## src/rtl/mem_master_pkg.sv

```systemverilog
// Shared types and helpers for the halfword SRAM initiator.
package mem_master_pkg;

    typedef enum logic [1:0] {
        SZ_BYTE = 2'b00,
        SZ_HALF = 2'b01,
        SZ_WORD = 2'b10
    } size_e;

    typedef enum logic [2:0] {
        IDLE,
        ACC0,
        ACC1,
        CAP,
        RESP
    } state_e;

    // Size 2'b11 is never legal; halfwords need an even address, words a 4-byte boundary.
    function automatic logic misaligned(input logic [1:0] size, input logic [1:0] addr);
        logic bad;
        bad = 1'b0;
        case (size)
            SZ_BYTE: bad = 1'b0;
            SZ_HALF: bad = addr[0];
            SZ_WORD: bad = |addr;
            default: bad = 1'b1;
        endcase
        return bad;
    endfunction

endpackage

```

## src/rtl/mem_master.sv

```systemverilog
// Byte/halfword/word initiator for a 16-bit big-endian halfword SRAM with one-cycle read.
module mem_master
    import mem_master_pkg::*;
#(
    parameter int unsigned MEM_DEPTH = 2**12,
    localparam int unsigned ADDR_WIDTH = $clog2(MEM_DEPTH * 2)
) (
    input  logic                  clk,
    input  logic                  rst_n,
    input  logic                  req_valid_i,
    output logic                  req_ready_o,
    input  logic                  req_we_i,
    input  logic [1:0]            req_size_i,
    input  logic [ADDR_WIDTH-1:0] req_addr_i,
    input  logic [31:0]           req_wdata_i,
    output logic                  rsp_valid_o,
    output logic [31:0]           rsp_rdata_o,
    output logic                  rsp_err_o,
    output logic                  mem_en_o,
    output logic                  mem_rd_en_o,
    output logic [0:1]            mem_wr_en_o,
    output logic [ADDR_WIDTH-1:0] mem_addr_o,
    output logic [0:1][7:0]       mem_din_o,
    input  logic [0:1][7:0]       mem_dout_i
);

    localparam logic [ADDR_WIDTH-1:0] AddrTwo = ADDR_WIDTH'(2);

    state_e                state_q;
    logic                  we_q;
    logic [1:0]            size_q;
    logic [ADDR_WIDTH-1:0] addr_q;
    logic [31:0]           wdata_q;
    logic [31:0]           rdata_q;
    logic                  req_ready_q;
    logic                  rsp_valid_q;
    logic                  rsp_err_q;
    logic                  mem_en_q;
    logic                  mem_rd_en_q;
    logic [0:1]            mem_wr_en_q;
    logic [ADDR_WIDTH-1:0] mem_addr_q;
    logic [0:1][7:0]       mem_din_q;

    // Request FSM; every output is registered alongside the state transition.
    always_ff @(posedge clk or negedge rst_n) begin
        if (!rst_n) begin
            state_q     <= IDLE;
            we_q        <= 1'b0;
            size_q      <= 2'b00;
            addr_q      <= '0;
            wdata_q     <= '0;
            rdata_q     <= '0;
            req_ready_q <= 1'b0;
            rsp_valid_q <= 1'b0;
            rsp_err_q   <= 1'b0;
            mem_en_q    <= 1'b0;
            mem_rd_en_q <= 1'b0;
            mem_wr_en_q <= 2'b00;
            mem_addr_q  <= '0;
            mem_din_q   <= '0;
        end else begin
            // Memory bus and response are idle unless a state below drives them.
            req_ready_q <= 1'b0;
            rsp_valid_q <= 1'b0;
            rsp_err_q   <= 1'b0;
            mem_en_q    <= 1'b0;
            mem_rd_en_q <= 1'b0;
            mem_wr_en_q <= 2'b00;
            mem_addr_q  <= '0;
            mem_din_q   <= '0;
            unique case (state_q)
                IDLE: begin
                    if (req_valid_i && req_ready_q) begin
                        we_q    <= req_we_i;
                        size_q  <= req_size_i;
                        addr_q  <= req_addr_i;
                        wdata_q <= req_wdata_i;
                        if (req_we_i) begin
                            rdata_q <= '0;
                        end
                        if (misaligned(req_size_i, req_addr_i[1:0])) begin
                            rdata_q     <= '0;
                            rsp_valid_q <= 1'b1;
                            rsp_err_q   <= 1'b1;
                            state_q     <= RESP;
                        end else begin
                            mem_en_q    <= 1'b1;
                            mem_rd_en_q <= !req_we_i;
                            mem_addr_q  <= req_addr_i;
                            if (req_we_i) begin
                                if (req_size_i == SZ_BYTE) begin
                                    mem_wr_en_q <= req_addr_i[0] ? 2'b01 : 2'b10;
                                    mem_din_q   <= {req_wdata_i[7:0], req_wdata_i[7:0]};
                                end else if (req_size_i == SZ_HALF) begin
                                    mem_wr_en_q <= 2'b11;
                                    mem_din_q   <= req_wdata_i[15:0];
                                end else begin
                                    mem_wr_en_q <= 2'b11;
                                    mem_din_q   <= req_wdata_i[31:16];
                                end
                            end
                            state_q <= ACC0;
                        end
                    end else begin
                        req_ready_q <= 1'b1;
                    end
                end
                ACC0: begin
                    if (size_q == SZ_WORD) begin
                        mem_en_q    <= 1'b1;
                        mem_rd_en_q <= !we_q;
                        mem_addr_q  <= addr_q + AddrTwo;
                        if (we_q) begin
                            mem_wr_en_q <= 2'b11;
                            mem_din_q   <= wdata_q[15:0];
                        end
                        state_q <= ACC1;
                    end else if (!we_q) begin
                        state_q <= CAP;
                    end else begin
                        rsp_valid_q <= 1'b1;
                        state_q     <= RESP;
                    end
                end
                ACC1: begin
                    if (!we_q) begin
                        // Upper halfword read in ACC0 is on the bus now.
                        rdata_q[31:16] <= mem_dout_i;
                        state_q        <= CAP;
                    end else begin
                        rsp_valid_q <= 1'b1;
                        state_q     <= RESP;
                    end
                end
                CAP: begin
                    if (size_q == SZ_BYTE) begin
                        rdata_q <= {24'b0, addr_q[0] ? mem_dout_i[1] : mem_dout_i[0]};
                    end else if (size_q == SZ_HALF) begin
                        rdata_q <= {16'b0, mem_dout_i};
                    end else begin
                        rdata_q[15:0] <= mem_dout_i;
                    end
                    rsp_valid_q <= 1'b1;
                    state_q     <= RESP;
                end
                RESP: begin
                    req_ready_q <= 1'b1;
                    state_q     <= IDLE;
                end
                default: state_q <= IDLE;
            endcase
        end
    end

    assign req_ready_o = req_ready_q;
    assign rsp_valid_o = rsp_valid_q;
    assign rsp_rdata_o = rdata_q;
    assign rsp_err_o   = rsp_err_q;
    assign mem_en_o    = mem_en_q;
    assign mem_rd_en_o = mem_rd_en_q;
    assign mem_wr_en_o = mem_wr_en_q;
    assign mem_addr_o  = mem_addr_q;
    assign mem_din_o   = mem_din_q;

endmodule

```

## config.mk

```make
export PLATFORM = sky130hd
export DESIGN_NAME = mem_master
export DESIGN_NICKNAME = d
export VERILOG_FILES = /design/src/rtl/mem_master_pkg.sv /design/src/rtl/mem_master.sv
export SDC_FILE = /design/constraint.sdc
export NUM_CORES = 1
export LEC_CHECK = 0
export CORE_MARGIN = 5
export CORE_UTILIZATION = 50
export CTS_CLUSTER_SIZE = 20
export DETAILED_ROUTE_END_ITERATION = 12
export PLACE_DENSITY = 0.9
export RECOVER_POWER = 50
export SETUP_SLACK_MARGIN = 0.02
export SLEW_MARGIN = 25
export SYNTH_ARGS = -nofsm -noshare
export SYNTH_HDL_FRONTEND = slang
export SYNTH_SLANG_ARGS = --single-unit
```

## constraint.sdc

```tcl
create_clock -name clk -period 3.4 [get_ports clk]
set_input_delay 0.34 -clock clk [delete_from_list [all_inputs] [get_ports clk]]
set_output_delay 0.34 -clock clk [all_outputs]
set_load 0.02 [all_outputs]
```

# Word-level counts from Yosys, hierarchy flattened
# Cells that the tools add are included.
# word_totals
reg_bits	103
out_inout_bits	68
wordCells	94
# op_classes
addsub	1
n_eq_ne	12
mux	53
n_reduce_logical	12
# ops
cell	n
$mux 16	9
$mux 32	4
$pmux 16 s2	2
$pmux 16 s3	1
$mux 13	3
$pmux 13 s2	1
$mux 1	14
$mux 2	7
$add 13x2->13 const B	1
$mux 3	4
$pmux 3 s4	1
$mux 8	1
$eq 3x2->1 const B	2
$ne 3x3->1 const B	2
$pmux 1 s2	3
$reduce_and 5->1	1
$eq 2x1->1 const B	2
$eq 2x2->1 const B	2
$logic_not 2->1	2
$ne 2x2->1 const B	2
$pmux 1 s4	1
$pmux 2 s2	1
$eq 3x1->1 const B	1
$eq 3x3->1 const B	1
other kinds (9)	10

# Depth between registers and ports, before layout
# depth
ltp_word	7
mapped_depth	8
ltp_nobuf	5

# Worst setup path after synthesis
# OpenSTA, ideal clock, no wires.
# synth_path
kind	register to register
from	register state_q[1]
to	register size_q[1]
setup_time_ps	117
arrival_time_ps	1517
required_time_ps	3283
path_slack_ps	1766
stages_incl_launch_ff	9
period_less_slack_ps	1634
cell_sequence	dfrtp_1 > buf_6 > or2_1 > buf_6 > or2_2 > buf_2 > buf_6 > nand2_1 > nand2_1
# synth_via
elab_chain_len	2
# synth_lines
element	line	source
start, declared	mem_master.sv:29	state_e state_q;
start signal, assigned	mem_master.sv:47	state_q <= IDLE;
start signal, assigned	mem_master.sv:85	state_q <= RESP;
start signal, assigned	mem_master.sv:102	state_q <= ACC0;
$logic_not 3->1	mem_master.sv:71	unique case (state_q)
$reduce_and 2->1 (no line)	--	
end signal, assigned	mem_master.sv:75	size_q <= req_size_i;
end, declared	mem_master.sv:31	logic [1:0] size_q;
# No other way between the ends.
# A chain may end at the register's enable or synchronous reset.

# Worst setup path after layout
# layout_path
from	register state_q[0]
to	register mem_din_q, in the netlist mem_din_o[7]
# layout_via
elab_chain_len	2
word_cells_on_any_way	3
# layout_lines
element	line	source
$eq 3x1->1 / $logic_not 3->1 (equally long branches)	mem_master.sv:71	
$pmux 16 s2 (*)	mem_master.sv:71	
end signal, assigned	mem_master.sv:93	mem_din_q <= {req_wdata_i[7:0], req_wdata_i[7:0]};
end signal, assigned	mem_master.sv:96	mem_din_q <= req_wdata_i[15:0];
end signal, assigned	mem_master.sv:99	mem_din_q <= req_wdata_i[31:16];
end, declared	mem_master.sv:42	logic [0:1][7:0] mem_din_q;
# Mark *: on every way between the ends. The rest lies on a longest branch, timed or not.

==> flow_summary.toml <==
[status]
status = "complete, but fails checks"
violations = "capacitance limit, slew limit"

[floorplan]
num_rows = 34
start_util_pct = 51.61
die-height_um = 105.3
die-area_um2 = 11100
die_w_um = 105.3
io_pins = 135
coreArea_um2 = 8806

[logic_synthesis]
synth.avg_cell_area_um2 = 11.11
ys_warn_count = 0
syn-num-nets = 477
syn_area_um2 = 4544
synth_top_family_by_area = "compound AO/OA/AOI/OAI gates"
yosysTopAreaCellShare_pct = 56.72
synth.yosys.seq_area_share_pct = 56.72
synth_edf_count = 0
yosysTopAreaCell = "dfrtp_1"
ys_async_sr_fraction_pct = 100.0
synth-compound-area-share_pct = 16.88
synthTopCellsByArea = "dfrtp_1 (57%), nand2_1 (9.3%), mux2i_1 (5.5%), a22o_1 (4.8%), o2bb2ai_2 (3.3%)"
syn_inst = 409
ys_seq_elements = 103
synth_xor_area_share_pct = 1.927
synth-simple-area-share_pct = 14.81
synth_mux_area_share_pct = 5.507
ys.flop_type = "dfrtp_1"
synthAdderAreaFrac_pct = 0.2753
ys_types = 43

[sta]
worst_pin_slew_ns = 2.022
slew_violations = 85
hold_ws_ns = 0.4915
fin_tns_setup_ns = 0
period_needed_ns = 2.151
rsz0062_at_grt = "false"
fin_crit_sh_pct = 63.27
hold_viol = 0
finalWorstSetupSlack_ns = 1.249
max_freq_ghz = 0.4648
fin_skew_ns = 0.01191
timing.slew.headroom_pct = -34.82
finalSetupViolCount = 0

[layout]
drive_gt1_share_pct = 7.394
regArea_um2 = 2577
nNetsFinal = 604
syn_to_final_growth_pct = 33.98
antenna_cells = 0
multi_input_area_um2 = 1790
fillers = 658
utilization_pct = 69.14

[global_routing]
gr-total-overflow = 0
track_usage_pct = 21.72
antenna_found_initial = 0
grt_max_degree = 85
grt_pass1_wl_um = 19420
grt_pass1_vias = 3811

[place]
dp_slack_ns = 0.9191
place.gp.congestion = 0.8657
io_buffers = 134
dpl.hpwl_um = 8659

[power_and_ir_drop]
total_power_mw = 4.378
p_leak_nw = 2.880
power_density_nw_per_um2 = 719.1
ir_drop_uv = 289.3

[clocking]
numCtsBuffers = 9
cts_hold_buf = 0
htreeDepth = 3
cts_setup_buffers = 0
clock_path_buffers = 2
cts-root-buf = "clkbuf_8"
path_clk_slew_ns = 0.09
clock_latency_ns = 0.36
cts_tree = "done"
cts.repair.resized = 0
clkSinkCount = 103

[setup_path]
crit_fanout = 17
cp.required_ns = 3.67
reg2reg_depth = 5
critical_path_arrival_ns = 2.42
crit_type = "reg -> reg"
cp-start-kind = "flop"
worstSetupEndpointType = "flop"
cpPeakStageDelay_ns = 0.48
cp_slowest_cell = "dfrtp_1"
path_cells = "or2_0 -> a211oi_4 -> buf_4 -> nand2_2 -> o2bb2ai_1"

[run]
drv_cap = 1

[hold_path]
hold_class = "reg -> reg"
hold_depth = 1

[drt]
antenna_left = 0
wirelength_um = 11910
drt_first_pass_iters = 5
vias_per_cell = 5.673
drc_errors = 0
vias = 3682
drtIter0Drc = 161
wl_per_cell_um = 18.36
==> layout make-up <==
cell class,count,share of cell area [%]
multi-input combinational,280,29.41
tap,108,2.219
inverter,3,0.1850
timing repair buffer,139,22.56
clock buffer,12,2.384
sequential,103,42.33
clock inverter,4,0.9042
==> report_power, final <==
| group | switching, mW | internal, mW | total, mW | leakage (nW) |
|---|---|---|---|---|
| Sequential | 0.312 | 1.61 | 1.92 | 1.37 |
| Combinational | 0.932 | 0.754 | 1.69 | 1.42 |
| Clock | 0.405 | 0.364 | 0.769 | 0.0968 |
| Total | 1.65 | 2.73 | 4.38 | 2.88 |
==> through the flow <==
| step | area (um^2) | std cells |
|---|---|---|
| 2_1_floorplan | 4544 | 409 |
| 3_3_place_gp | 5891 | 633 |
| 3_5_place_dp | 5891 | 633 |
| 4_1_cts | 6091 | 649 |
| 5_1_grt | 6088 | 649 |
| 6_report | 6088 | 649 |
==> state kept, by name, summed over array words and instances (netlist names) <==
signal	count
mem_en_o	1
mem_wr_en_o	2
size_q	2
mem_addr_o	13
mem_din_o	16
rsp_rdata_o	32
we_q	1
state_q	3
mem_rd_en_o	1
rsp_err_o	1
wdata_q	16
rsp_valid_o	1
addr_q	13
req_ready_o	1
==> synthesized netlist by cell type (4+ instances only) <==
cell	count
buf_2	9
xnor2_1	5
dfrtp_1	103
nor3_1	4
nand2_1	112
a22o_1	25
a21oi_1	12
xor2_1	5
nand4_1	4
o2bb2ai_1	15
nor2_1	15
o21ai_0	15
buf_6	9
mux2i_1	25
o2bb2ai_2	10
==> worst max-delay path, delay by kind of cell, from the launching register on <==
| kind | cells | cell delay (ns) |
|---|---|---|
| AOI/OAI and AO/OA | 2 | 0.58 |
| DFF | 1 | 0.48 |
| buffers and inverters | 1 | 0.24 |
| and+or+nand+nor | 2 | 0.77 |
==> placed cells by master, fill, tap and decap left out, drive strengths merged, types with 3 or more instances in the layout <==
master         instances
inv                    3
a22o                  25
nor3                   5
xnor2                  5
dfrtp                103
clkbuf                13
o2bb2ai               25
o22ai                  4
and3                   3
dlygate4sd3           31
buf                    5
xor2                   5
a21oi                 12
nand2                113
nand4                  4
o21ai                 15
nor2                  17
mux2i                 25
clkdlybuf4s50        102
==> worst paths after layout <==
| kind | startpoint | endpoint | slack (ns) |
|---|---|---|---|
| worst min register to register | wdata_q[15] | mem_din_o[15] | 0.49 |
| max in group asynchronous | rst_n | wdata_q[8] | 1.63 |
| worst max register to register | state_q[0] | mem_din_o[7] | 1.25 |
| worst min-delay path | wdata_q[15] | mem_din_o[15] | 0.49 |
| worst max-delay path | state_q[0] | mem_din_o[7] | 1.25 |
| min in group asynchronous | rst_n | mem_addr_o[11] | 0.55 |
==> routing by layer <==
layer	vias to the layer above	GRT usage, %	routed length, um
met5	-	0	0
met4	0	5.530	163
met3	18	5.073	809
met2	157	37.48	6152
met1	1832	27.66	4788
li1	1675	-	-
==> cells by family (layout without fill, tap and decap cells) <==
kind of cell | Yosys count | in the layout
mux | 25 | 25
buf+inv | 26 | 158
flops | 103 | 103
compound gates | 89 | 89
fa+ha+maj | 1 | 1
xor+xnor | 10 | 10
simple gates | 155 | 155
Note: power is estimated with default switching activity, not from simulation.
